**config.mk**
```make
export PLATFORM = sky130hd
export DESIGN_NAME = mem_xbar
export DESIGN_NICKNAME = d
export VERILOG_FILES = /design/src/rtl/core_config_pkg.sv /design/src/rtl/mem_xbar_pkg.sv /design/src/rtl/mem_xbar_decode.sv /design/src/rtl/mem_xbar.sv
export SDC_FILE = /design/constraint.sdc
export NUM_CORES = 1
export LEC_CHECK = 0
export ABC_AREA = 1
export BUFFER_PORTS_ARGS = -buffer_cell sky130_fd_sc_hd__buf_2
export CAP_MARGIN = 10
export CORE_AREA = 2 2 122 124
export CTS_BUF_LIST = sky130_fd_sc_hd__clkbuf_4 sky130_fd_sc_hd__clkbuf_8
export DETAILED_ROUTE_END_ITERATION = 7
export DIE_AREA = 0 0 124 126
export PLACE_DENSITY_LB_ADDON = 0.25
export SLEW_MARGIN = 15
export SYNTH_ARGS = -nofsm -noshare
export SYNTH_HDL_FRONTEND = slang
export SYNTH_SLANG_ARGS = --single-unit
```
**constraint.sdc**
```tcl
create_clock -name clk -period 2.8 [get_ports clk]
set_clock_uncertainty 0.05 [all_clocks]
set_input_delay 0.14 -clock clk [delete_from_list [all_inputs] [get_ports clk]]
set_output_delay 0.14 -clock clk [all_outputs]
set_load 0.1 [all_outputs]
```
**src/rtl/core_config_pkg.sv**
```systemverilog
// Core-wide configuration shared by the data-side blocks.
package core_config_pkg;
   localparam int XLEN = 32;
endpackage

```
**src/rtl/mem_xbar_pkg.sv**
```systemverilog
// Shared types for the data-side crossbar.
package mem_xbar_pkg;
   localparam int MAX_TGT = 16;
   localparam int TGT_IW  = $clog2(MAX_TGT);

   typedef logic [TGT_IW-1:0] tgt_idx_t;

   typedef enum logic {
      IDLE,
      WAIT
   } xbar_state_t;
endpackage

```
**src/rtl/mem_xbar_decode.sv**
```systemverilog
// Address map decode: selects the lowest-indexed target whose masked
// base matches, and reports whether that target is read-only.
module mem_xbar_decode
   import mem_xbar_pkg::*;
#(
   parameter int                           XLEN     = 32,
   parameter int                           N_TGT    = 4,
   parameter logic [N_TGT-1:0][XLEN-1:0] TGT_BASE = '0,
   parameter logic [N_TGT-1:0][XLEN-1:0] TGT_MASK = '0,
   parameter logic [N_TGT-1:0]            TGT_RO   = '0
) (
   input  logic [XLEN-1:0] addr,
   output tgt_idx_t        sel,
   output logic            hit,
   output logic            ro
);

   // Scan downwards so the lowest matching index is the one left standing.
   always_comb begin
      sel = '0;
      hit = 1'b0;
      ro  = 1'b0;
      for (int i = N_TGT - 1; i >= 0; i--) begin
         if ((addr & TGT_MASK[i]) == TGT_BASE[i]) begin
            sel = tgt_idx_t'(i);
            hit = 1'b1;
            ro  = TGT_RO[i];
         end
      end
   end

endmodule

```
**src/rtl/mem_xbar.sv**
```systemverilog
// Core data port to N_TGT memory-mapped targets, one outstanding read.
// Optional read timeout: define MEM_XBAR_TIMEOUT_EN.
module mem_xbar
   import mem_xbar_pkg::*;
#(
   parameter int                           XLEN     = core_config_pkg::XLEN,
   parameter int                           N_TGT    = 4,
   parameter logic [N_TGT-1:0][XLEN-1:0] TGT_BASE = '0,
   parameter logic [N_TGT-1:0][XLEN-1:0] TGT_MASK = '0,
   parameter logic [N_TGT-1:0]            TGT_RO   = '0,
   parameter int                           TIMEOUT  = 16
) (
   input  logic                           clk,
   input  logic                           aclr,
   input  logic                           m_req,
   input  logic                           m_we,
   input  logic [XLEN-1:0]                m_addr,
   input  logic [XLEN/8-1:0]              m_byteen,
   input  logic [XLEN-1:0]                m_wdata,
   output logic                           m_ready,
   output logic                           m_rvalid,
   output logic [XLEN-1:0]                m_rdata,
   output logic                           m_err,
   output logic [N_TGT-1:0]               t_req,
   output logic                           t_we,
   output logic [XLEN-1:0]                t_addr,
   output logic [XLEN/8-1:0]              t_byteen,
   output logic [XLEN-1:0]                t_wdata,
   input  logic [N_TGT-1:0][XLEN-1:0]    t_rdata,
   input  logic [N_TGT-1:0]               t_rvalid
);

   xbar_state_t     state_q, state_d;
   tgt_idx_t        sel_q;
   tgt_idx_t        dec_sel;
   logic            dec_hit, dec_ro;
   logic            accept, fault, load_sel;
   logic            sel_rvalid;
   logic [XLEN-1:0] sel_rdata;
   logic            rvalid_d, err_d;
   logic [XLEN-1:0] rdata_d;

   mem_xbar_decode #(
      .XLEN     (XLEN),
      .N_TGT    (N_TGT),
      .TGT_BASE (TGT_BASE),
      .TGT_MASK (TGT_MASK),
      .TGT_RO   (TGT_RO)
   ) u_decode (
      .addr (m_addr),
      .sel  (dec_sel),
      .hit  (dec_hit),
      .ro   (dec_ro)
   );

   assign m_ready  = (state_q == IDLE) && !aclr;
   assign accept   = m_req && m_ready;
   assign fault    = !dec_hit || (m_we && dec_ro);
   assign t_we     = m_we;
   assign t_addr   = m_addr;
   assign t_byteen = m_byteen;
   assign t_wdata  = m_wdata;

   always_comb begin
      t_req = '0;
      for (int i = 0; i < N_TGT; i++) begin
         if (accept && !fault && dec_sel == tgt_idx_t'(i)) begin
            t_req[i] = 1'b1;
         end
      end
   end

   always_comb begin
      sel_rvalid = 1'b0;
      sel_rdata  = '0;
      for (int i = 0; i < N_TGT; i++) begin
         if (sel_q == tgt_idx_t'(i)) begin
            sel_rvalid = t_rvalid[i];
            sel_rdata  = t_rdata[i];
         end
      end
   end

`ifdef MEM_XBAR_TIMEOUT_EN
   localparam int CNT_W = $clog2(TIMEOUT + 1);
   logic [CNT_W-1:0] cnt_q;
   logic             expired;

   assign expired = (cnt_q == CNT_W'(TIMEOUT - 1));

   // Held at zero outside WAIT, so it starts from zero on every entry.
   always_ff @(posedge clk or posedge aclr) begin
      if (aclr) begin
         cnt_q <= '0;
      end else if (state_q == WAIT) begin
         cnt_q <= cnt_q + 1'b1;
      end else begin
         cnt_q <= '0;
      end
   end
`endif

   always_comb begin
      state_d  = state_q;
      rvalid_d = 1'b0;
      err_d    = 1'b0;
      rdata_d  = m_rdata;
      load_sel = 1'b0;
      unique case (state_q)
         IDLE: begin
            if (accept && fault) begin
               err_d = 1'b1;
               if (!m_we) begin
                  rvalid_d = 1'b1;
                  rdata_d  = '0;
               end
            end else if (accept && !m_we) begin
               load_sel = 1'b1;
               state_d  = WAIT;
            end
         end
         WAIT: begin
            if (sel_rvalid) begin
               rvalid_d = 1'b1;
               rdata_d  = sel_rdata;
               state_d  = IDLE;
`ifdef MEM_XBAR_TIMEOUT_EN
            end else if (expired) begin
               rvalid_d = 1'b1;
               err_d    = 1'b1;
               rdata_d  = '0;
               state_d  = IDLE;
`endif
            end
         end
         default: state_d = IDLE;
      endcase
   end

   always_ff @(posedge clk or posedge aclr) begin
      if (aclr) begin
         state_q  <= IDLE;
         sel_q    <= '0;
         m_rvalid <= 1'b0;
         m_err    <= 1'b0;
         m_rdata  <= '0;
      end else begin
         state_q  <= state_d;
         m_rvalid <= rvalid_d;
         m_err    <= err_d;
         m_rdata  <= rdata_d;
         if (load_sel) begin
            sel_q <= dec_sel;
         end
      end
   end

endmodule
```
==> reports/qor.txt, run 1 <==
logic depth of the worst setup path including buffers: 4
Crit Path Category: in2out
measured slew at the worst slew-check pin: 0.5143 ns
Psw: 1.342 mW
Core Box Area: 14,310 sq um
clock latency on the worst-skew pair: 0.30 ns
Congestion Overflow GR: 0
Final Wtd Congestion: 0.6403
family with the most delay on the worst path: buffers and inverters
count of final setup violators: 0
Reg power frac: 28.5%
top post-synthesis cells by area: dfrtp_1 45%, buf_4 29%, nand2_1 18%, nand2_2 3.3%, buf_6 1.2%
Clk pin slew, worst setup/hold paths: 0.08 ns
total number of vias: 1,328
Internal Pwr Total: 1.003 mW
top cell type by total area after synthesis: dfrtp_1
initial antenna violation count: 0
gr usage total: 5.942%
slew margin rel.: 65.95%
Max VDD drop: 0.0003700 V
fmax: 627.8 MHz
CP bufs+invs: 3
Post-route DRC: 0
R2R depth: 4
Die X: 124 um
CTS Buf Count: 5
Crit path required time: 2.61 ns
Max FO, Critical Path: 3
post-synthesis sequential element count: 34
cell mode on critical path: buf_2
clock root buffer: clkbuf_8
largest net degree at the start of global routing: 35
DR vias/cell: 2.991
TritonCTS clock tree: done
Die Span Y: 126 um
PD cells: 1003 nW/um^2
Pleak: 1.255 nW
CP startpoint kind: input port
pre-CTS setup slack: 1.283 ns
Worst Setup End Kind: output port
syn avg cell area: 8.589 sq um
setup ws final: 1.207 ns
Final Cycle Share: 56.89%
Hold Vio Cnt, Final: 0
vias in the first global route: 1,317
Min-Delay Path Class: in2reg
Layout Nets: 463
Post-Route Setup TNS: 0 ns
Final min period: 1.593 ns
drt pass-1 iters: 2
YS warnings: 0
Final Max Tran Viols: 0
full die area: 15,620 sq um
hold path cells: 4
final antenna-violating net count: 0
Gate power share: 54.1%
Initial Util: 13.26%
post-synth top area share: 44.83%
# port buffers: 72
share of post-route cells with drive strength above 1: 35.77%
drt first-iter violations: 30
Post-Syn Instances: 221
worst-path cell chain: dlygate4sd3_1, buf_2, nor3b_1, buf_2
Sw Ratio: 57.24%
Std-Cell Rows: 44
RSZ-0062 raised after global routing: false
Clock power frac: 17.4%
status: completed
wire per inst: 10.11 um
Final HPWL DP: 2855 um
Largest stage delay, worst path: 0.52 ns
max cap viols: 0
Cell variety after synth: 13
global-route wire length before repair: 6775 um
antenna cells: 0
sequential cell area fraction in the yosys report: 44.83%
Cell Area, Synth: 1898 sq um
CP max stage cell: dlygate4sd3_1
WP data arrival: 1.40 ns
worst-case clock buffer depth: 2
final wirelength: 4488 um
clk sinks: 34
synthesis-to-finish area growth: 23.14%
Ports: 312
H-tree levels: 2
[flip-flops by register name, indices dropped and copies added, names as in the netlist]
register  cells
m_rdata      32
m_rvalid      1
state_q       1
[stage by stage]
step           utilization [%]  cell area, sq um  hold WS [ns]  total power [mW]  cells
6_report                 16.33              2337       0.04052             2.345    444
5_1_grt                  16.33              2337       0.03154             2.469    444
4_1_cts                  16.33              2337       0.01546             2.389    444
3_5_place_dp             13.29              1902        0.2307             1.918    402
3_3_place_gp             13.29              1902        0.2307             1.915    402
2_1_floorplan                -              1909        0.1939             2.185    224
[cells in the mapped netlist]
library cell	count
buf_12	1
buf_2	3
buf_4	74
buf_6	2
conb_1	1
dfrtp_1	34
inv_1	3
inv_4	1
nand2_1	89
nand2_2	10
nand3_1	1
nor2_1	1
nor3b_1	1
[tightest hold or removal path, cell delays in order]
cell	delay [ns]
buf_2	0.09
inv_1	0.04
nand2_1	0.04
nand2_1	0.04
[layer usage]
layer | vias up | share of wire, % | global-route usage, %
met2 | 71 | 44 | 8.985
met4 | 0 | 3.3 | 3.503
met1 | 578 | 42 | 6.554
li1 | 654 | - | -
met5 | - | 0 | 0
met3 | 25 | 10 | 3.170
[power by group through the flow]
| stage | Sequential (mW) | Combinational, mW | Clock, mW |
|---|---|---|---|
| finish | 0.669 | 1.27 | 0.408 |
| global route | 0.684 | 1.32 | 0.468 |
| detailed placement | 0.675 | 1.24 | 0 |
| global placement | 0.676 | 1.24 | 0 |
| floorplan | 1.55 | 0.635 | 0 |
| CTS | 0.670 | 1.28 | 0.442 |
[area by class of cell]
| class | instances | area (sq um) |
|---|---|---|
| multi-input combinational | 106 | 427.9 |
| sequential | 34 | 850.8 |
| timing repair buffer | 108 | 715.7 |
| clock buffer | 7 | 90.09 |
| fill | 1644 | 11980 |
| clock inverter | 1 | 5.005 |
| tap | 184 | 230.2 |
| inverter | 4 | 17.52 |
[worst paths after layout]
check                       startpoint     endpoint  slack [ns]
setup / recovery                  aclr     t_req[0]        1.21
hold / removal             t_rvalid[0]      state_q        0.04
setup reg to reg               state_q   m_rdata[0]        1.36
hold reg to reg             m_rdata[6]   m_rdata[6]        0.42
max in group asynchronous         aclr  m_rdata[14]        1.93
min in group asynchronous         aclr  m_rdata[29]        0.44
[logic make-up (layout without fill, tap and decap cells)]
family	after synthesis	in the layout	synth area share, %
buffers and inverters	84	120	33.22
DFF	34	34	44.83
other	1	4	0.1976
and+or+nand+nor	102	102	21.75
[cells in the final DEF (no fill, tap or decap), drive strengths merged]
cell type | netlist | routed
dfrtp | 34 | 34
nor2 | 1 | 1
clkbuf | 0 | 7
conb | 1 | 4
inv | 4 | 3
nor3b | 1 | 1
clkinv | 0 | 2
nand3 | 1 | 1
buf | 80 | 74
nand2 | 99 | 99
dlygate4sd3 | 0 | 34
[repair_timing]
action	4_1_cts	5_1_grt
gates resized for setup	0	0
hold endpoints to repair	67	0
endpoints found under the setup margin	0	0
hold buffers	34	0
setup buffers	0	0
Note: power is estimated with default switching activity, not from simulation.
==> inputs of run 2 (changes only) <==
==> constraint.sdc (replaced) <==
create_clock -name clk -period 1.5 [get_ports clk]
set_clock_uncertainty 0.05 [all_clocks]
set_input_delay 0.075 -clock clk [delete_from_list [all_inputs] [get_ports clk]]
set_output_delay 0.075 -clock clk [all_outputs]
set_load 0.1 [all_outputs]
==> reports/qor.txt, run 2 (synthesized netlist as in run 1, its figures left out) <==
Pleak: 1.284 nW (+2.3%)
PD cells: 1864 nW/um^2 (+86%)
Layout Nets: 467 (+0.86%)
Final Max Tran Viols: 0 (unchanged)
synthesis-to-finish area growth: 27.29%
Core Box Area: 14,310 sq um (unchanged)
share of post-route cells with drive strength above 1: 36.74% (+0.97 points)
CP max stage cell: dfrtp_1
Cell Area, Placed: 1939 sq um (+2.0%)
RSZ-0062 raised after global routing: false
Psw: 2.516 mW (+87%)
Largest register FFs: 32 (unchanged)
postcts setup bufs: 0 (unchanged)
initial antenna violation count: 0 (unchanged)
gr usage total: 6.011% (+0.069 points)
Largest stage delay, worst path: 0.45 ns (-0.07 ns)
Std-Cell Rows: 44 (unchanged)
# port buffers: 72 (unchanged)
Congestion Overflow GR: 0 (unchanged)
total number of vias: 1,343 (+1.1%)
status: completed
fill count: 1,626 (-1.1%)
Clk pin slew, worst setup/hold paths: 0.07 ns (about the same)
Post-route DRC: 0 (unchanged)
Die Span Y: 126 um (unchanged)
Clock power frac: 19.3% (+1.9 points)
Sw Ratio: 55.87% (-1.4 points)
drt first-iter violations: 21 (-30%)
Ports: 312 (unchanged)
Final HPWL DP: 3158 um (+11%)
final antenna-violating net count: 0 (unchanged)
Final Wtd Congestion: 0.6270 (-2.1%)
vias in the first global route: 1,398 (+6.2%)
Gate power share: 52.9% (-1.2 points)
Initial Util: 13.26% (unchanged)
clk sinks: 34 (unchanged)
worst-case clock buffer depth: 2 (unchanged)
placed cell count: 404 (+0.50%)
Multi-input gate area: 440.4 sq um (+2.9%)
worst-path cell chain: nor3b_2, buf_12
wire per inst: 10.10 um (about the same)
measured slew at the worst slew-check pin: 0.5326 ns (+0.01830 ns)
Reg power frac: 27.8% (-0.7 points)
Crit Path Category: reg2out
largest net degree at the start of global routing: 34 (-2.9%)
Storage cell area: 850.8 sq um (unchanged)
max cap viols: 0 (unchanged)
Die X: 124 um (unchanged)
pre-CTS setup slack: 0.2056 ns (-1.078 ns)
fmax: 715.8 MHz
DR vias/cell: 2.998 (+0.23%)
global-route wire length before repair: 6941 um (+2.5%)
slew margin rel.: 64.74% (-1.2 points)
Max VDD drop: 0.0007585 V (+100%)
most frequent cells in the layout: 89 x nand2_1, 70 x buf_2, 36 x dlygate4sd3_1
setup ws final: 0.1029 ns (-1.104 ns)
non-filler cells, final: 448 (+0.90%)
Post-Route Setup TNS: 0 ns (unchanged)
Worst Setup End Kind: output port
Final Cycle Share: 93.14%
antenna cells: 0 (unchanged)
clock latency on the worst-skew pair: 0.30 ns (about the same)
H-tree levels: 2 (unchanged)
CP startpoint kind: flop
final wirelength: 4526 um (+0.85%)
design area: 2416 sq um (+3.4%)
Largest regs: m_rdata x32, m_rvalid x1, state_q x1
full die area: 15,620 sq um (unchanged)
count of final setup violators: 0 (unchanged)
Fin Hold WS: 0.1000 ns (+0.05951 ns)
Max FO, Critical Path: 4 (+1)
most common cell after layout, fill and taps aside: nand2_1
Final min period: 1.397 ns
clock root buffer: clkbuf_8
Min-Delay Path Class: in2out
Crit path required time: 1.37 ns (-1.24 ns)
Internal Pwr Total: 1.987 mW (+98%)
largest register by flop count: m_rdata
CTS Buf Count: 5 (unchanged)
Hold Vio Cnt, Final: 0 (unchanged)
TritonCTS clock tree: done
WP data arrival: 1.27 ns (-0.13 ns)
drt pass-1 iters: 4 (+2)
==> run 2: final cells by class <==
class	count	area share [%]
multi-input cells	106	18.23
clock buffers	5	2.848
flip-flops and latches	34	35.21
well taps	184	9.529
clock inverters	3	1.657
inverters	4	0.7250
repair buffers	112	31.80
==> run 2: worst paths after layout <==
kind | start | endpoint | slack, ns | cells after the start
max | state_q | t_req[0] | 0.10 | 2
min | m_addr[18] | t_addr[18] | 0.10 | 0
max reg2reg | state_q | state_q | 0.12 | 4
min reg2reg | m_rdata[6] | m_rdata[6] | 0.43 | 2
max in group asynchronous | aclr | m_rdata[25] | 0.64 | 4
min in group asynchronous | aclr | m_rdata[11] | 0.24 | 3
==> run 2: power groups by stage <==
| stage | sequential [mW] | clock, mW | combinational (mW) |
|---|---|---|---|
| final | 1.25 | 0.869 | 2.38 |
| after floorplan | 2.89 | 0 | 1.19 |
| after global routing | 1.28 | 0.977 | 2.48 |
| after CTS | 1.25 | 0.936 | 2.40 |
| after global placement | 1.27 | 0 | 2.32 |
| after detailed placement | 1.27 | 0 | 2.33 |
==> run 2: layer usage <==
metal | vias to the layer above | wire length (um) | global-route usage, %
li1 | 663 | - | -
met1 | 586 | 1882 | 6.509
met2 | 74 | 2004 | 9.114
met3 | 20 | 515 | 2.944
met4 | 0 | 123 | 4.164
met5 | - | 0 | 0
==> run 2: critical path: cells and delay by family, from the launching register on <==
kind	cells	cell delay, ns
DFF	1	0.45
and+or+nand+nor	1	0.30
buffers and inverters	1	0.21
==> run 2: through the flow <==
stage / utilization, % / power (mW)
final: 16.88 / 4.503
after global routing: 16.88 / 4.735
after CTS: 16.86 / 4.592
after detailed placement: 13.55 / 3.596
after global placement: 13.55 / 3.590
after floorplan: - / 4.081
==> run 2: what timing repair did <==
item | CTS | global route
gates resized for setup | 1 | 1
endpoints found under the hold margin | 50 | 0
endpoints found under the setup margin | 1 | 1
hold buffers | 36 | 0
pin swaps | 0 | 0
==> inputs of run 3 (changes only) <==
--- a/config.mk
+++ b/config.mk
@@ -12,7 +12,7 @@
 export CTS_BUF_LIST = sky130_fd_sc_hd__clkbuf_4 sky130_fd_sc_hd__clkbuf_8
 export DETAILED_ROUTE_END_ITERATION = 7
 export DIE_AREA = 0 0 124 126
-export PLACE_DENSITY_LB_ADDON = 0.25
+export PLACE_DENSITY_LB_ADDON = 0.15
 export SLEW_MARGIN = 15
 export SYNTH_ARGS = -nofsm -noshare
 export SYNTH_HDL_FRONTEND = slang
==> constraint.sdc (replaced) <==
create_clock -name clk -period 1.5 [get_ports clk]
set_clock_uncertainty 0.05 [all_clocks]
set_input_delay 0.15 -clock clk [delete_from_list [all_inputs] [get_ports clk]]
set_output_delay 0.15 -clock clk [all_outputs]
set_load 0.1 [all_outputs]
==> reports/qor.txt, run 3 (synthesized netlist as in run 1, its figures left out) <==
Cell Area, Placed: 1954 sq um (+0.77%)
Final Wtd Congestion: 0.6004 (-4.2%)
worst-path cell chain: dlygate4sd3_1, nor3b_4, buf_12
# port buffers: 72 (unchanged)
CTS Buf Count: 5 (unchanged)
Pleak: 1.278 nW (-0.48%)
Largest stage delay, worst path: 0.65 ns (+0.20 ns)
gr usage total: 6.433% (+0.42 points)
Congestion Overflow GR: 0 (unchanged)
WP data arrival: 1.26 ns (about the same)
Max VDD drop: 0.0006117 V (-19%)
Final Cycle Share: 97.32% (+4.2 points)
postcts setup bufs: 0 (unchanged)
worst-case clock buffer depth: 2 (unchanged)
hold path cells: 3 (+3)
Worst R2R End: m_rdata[15]
drt pass-1 iters: 2 (-2)
placed cell count: 404 (unchanged)
count of final setup violators: 0 (unchanged)
drt first-iter violations: 11 (-48%)
most common cell after layout, fill and taps aside: nand2_1
family with the most delay on the worst path: buffers and inverters
measured slew at the worst slew-check pin: 0.5230 ns (-0.009594 ns)
PD cells: 1889 nW/um^2 (+1.3%)
Core Box Area: 14,310 sq um (unchanged)
M2 GR Usage: 9.341% (+0.23 points)
status: completed
Crit Path Category: in2out
Worst Hold Launch: m_req
design area: 2406 sq um (-0.41%)
clock latency on the worst-skew pair: 0.30 ns (about the same)
Std-Cell Rows: 44 (unchanged)
Crit path required time: 1.30 ns (-0.07 ns)
most frequent cells in the layout: 89 x nand2_1, 69 x buf_2, 34 x dfrtp_1
Initial Util: 13.26% (unchanged)
DR vias/cell: 3.036 (+1.3%)
Final min period: 1.460 ns (+0.06277 ns)
clk sinks: 34 (unchanged)
grt peak-use layer: met2
vias in the first global route: 1,401 (+0.21%)
CP startpoint kind: input port
R2R depth: 4 (unchanged)
largest register by flop count: m_rdata
global-route wire length before repair: 7362 um (+6.1%)
Hold Vio Cnt, Final: 0 (unchanged)
Die X: 124 um (unchanged)
H-tree levels: 2 (unchanged)
final wirelength: 4718 um (+4.2%)
total number of vias: 1,348 (+0.37%)
routing usage on met3: 3.170% (+0.23 points)
RSZ-0062 raised after global routing: false
share of post-route cells with drive strength above 1: 37.07% (+0.32 points)
Largest regs: m_rdata x32, m_rvalid x1, state_q x1
Worst Setup End Kind: output port
slew margin rel.: 65.37% (+0.64 points)
Post-route DRC: 0 (unchanged)
initial antenna violation count: 1 (+1)
Core Util, Final: 16.81% (-0.070 points)
CP bufs+invs: 2 (+1)
final antenna-violating net count: 0 (unchanged)
Clk pin slew, worst setup/hold paths: 0.08 ns (about the same)
Final HPWL DP: 3228 um (+2.2%)
Largest register FFs: 32 (unchanged)
CP max stage cell: dlygate4sd3_1
clock root buffer: clkbuf_8
wire per inst: 10.63 um (+5.2%)
non-filler cells, final: 444 (-0.89%)
Final Max Tran Viols: 0 (unchanged)
GR Util met1: 7.491% (+0.98 points)
largest net degree at the start of global routing: 34 (unchanged)
Min-Delay Path Class: in2reg
max cap viols: 0 (unchanged)
Post-Route Setup TNS: 0 ns (unchanged)
TritonCTS clock tree: done
hold worst-path end: state_q
Max FO, Critical Path: 3 (-1)
Die Span Y: 126 um (unchanged)
synthesis-to-finish area growth: 26.76%
fmax: 685.0 MHz (-4.3%)
worst r2r src: state_q
Layout Nets: 463 (-0.86%)
Register-to-Register Setup Slack: 0.22 ns (+0.10 ns)
Ports: 312 (unchanged)
Fin Hold WS: 0.04910 ns (-0.05093 ns)
full die area: 15,620 sq um (unchanged)
==> run 3: cell types whose count changed in the layout (fill, tap and decap cells not counted), sizes merged <==
cell,before,now
clkinv,3,0
dlygate4sd3,36,33
diode,0,1
inv,3,4
==> run 3: worst reg2reg max path: stages, from the launching register on <==
cell     delay, ns
dfrtp_1       0.49
nand2_2       0.13
inv_4         0.34
nand2_1       0.14
nand2_1       0.08
==> run 3: stage by stage <==
step / setup WS [ns] / total power [mW]
after floorplan: 0.2445 / 4.081
after global placement: 0.2511 / 3.610
after detailed placement: 0.2323 / 3.613
after CTS: 0.008866 / 4.653
after global routing: 0.005968 / 4.810
final: 0.04018 / 4.544
==> run 3: layer usage <==
layer | up-vias | wire (um)
li1 | 656 | -
met1 | 588 | 1984
met2 | 76 | 2027
met3 | 28 | 534
met4 | 0 | 172
met5 | - | 0
==> run 3: worst max-delay path by stage <==
stage             from           to  slack [ns]  depth (start not counted)
2_1_floorplan  state_q      state_q        0.24                          3
3_3_place_gp   state_q  m_rdata[15]        0.25                          4
3_5_place_dp   state_q  m_rdata[15]        0.23                          4
4_1_cts           aclr     t_req[0]       0.009                          4
5_1_grt           aclr     t_req[0]       0.006                          3
6_report          aclr     t_req[0]        0.04                          3
==> run 3: area by class of cell <==
cell class / count / area [sq um]
well taps: 184 / 230.2
fillers: 1648 / 11910
multi-input cells: 106 / 446.7
diodes: 1 / 2.502
repair buffers: 108 / 745.7
flip-flops and latches: 34 / 850.8
inverters: 4 / 17.52
clock buffers: 6 / 82.58
clock inverters: 1 / 30.03
==> run 3: repair_timing <==
action	CTS	global route
pin swaps	0	1
endpoints found under the setup margin	1	1
resized for setup	1	1
gates cloned	0	0
hold buffers	33	0
endpoints found under the hold margin	66	0
==> run 3: power breakdown <==
group	internal (mW)	switching, mW
clock network	0.532	0.370
registers	1.14	0.112
logic	0.362	2.03
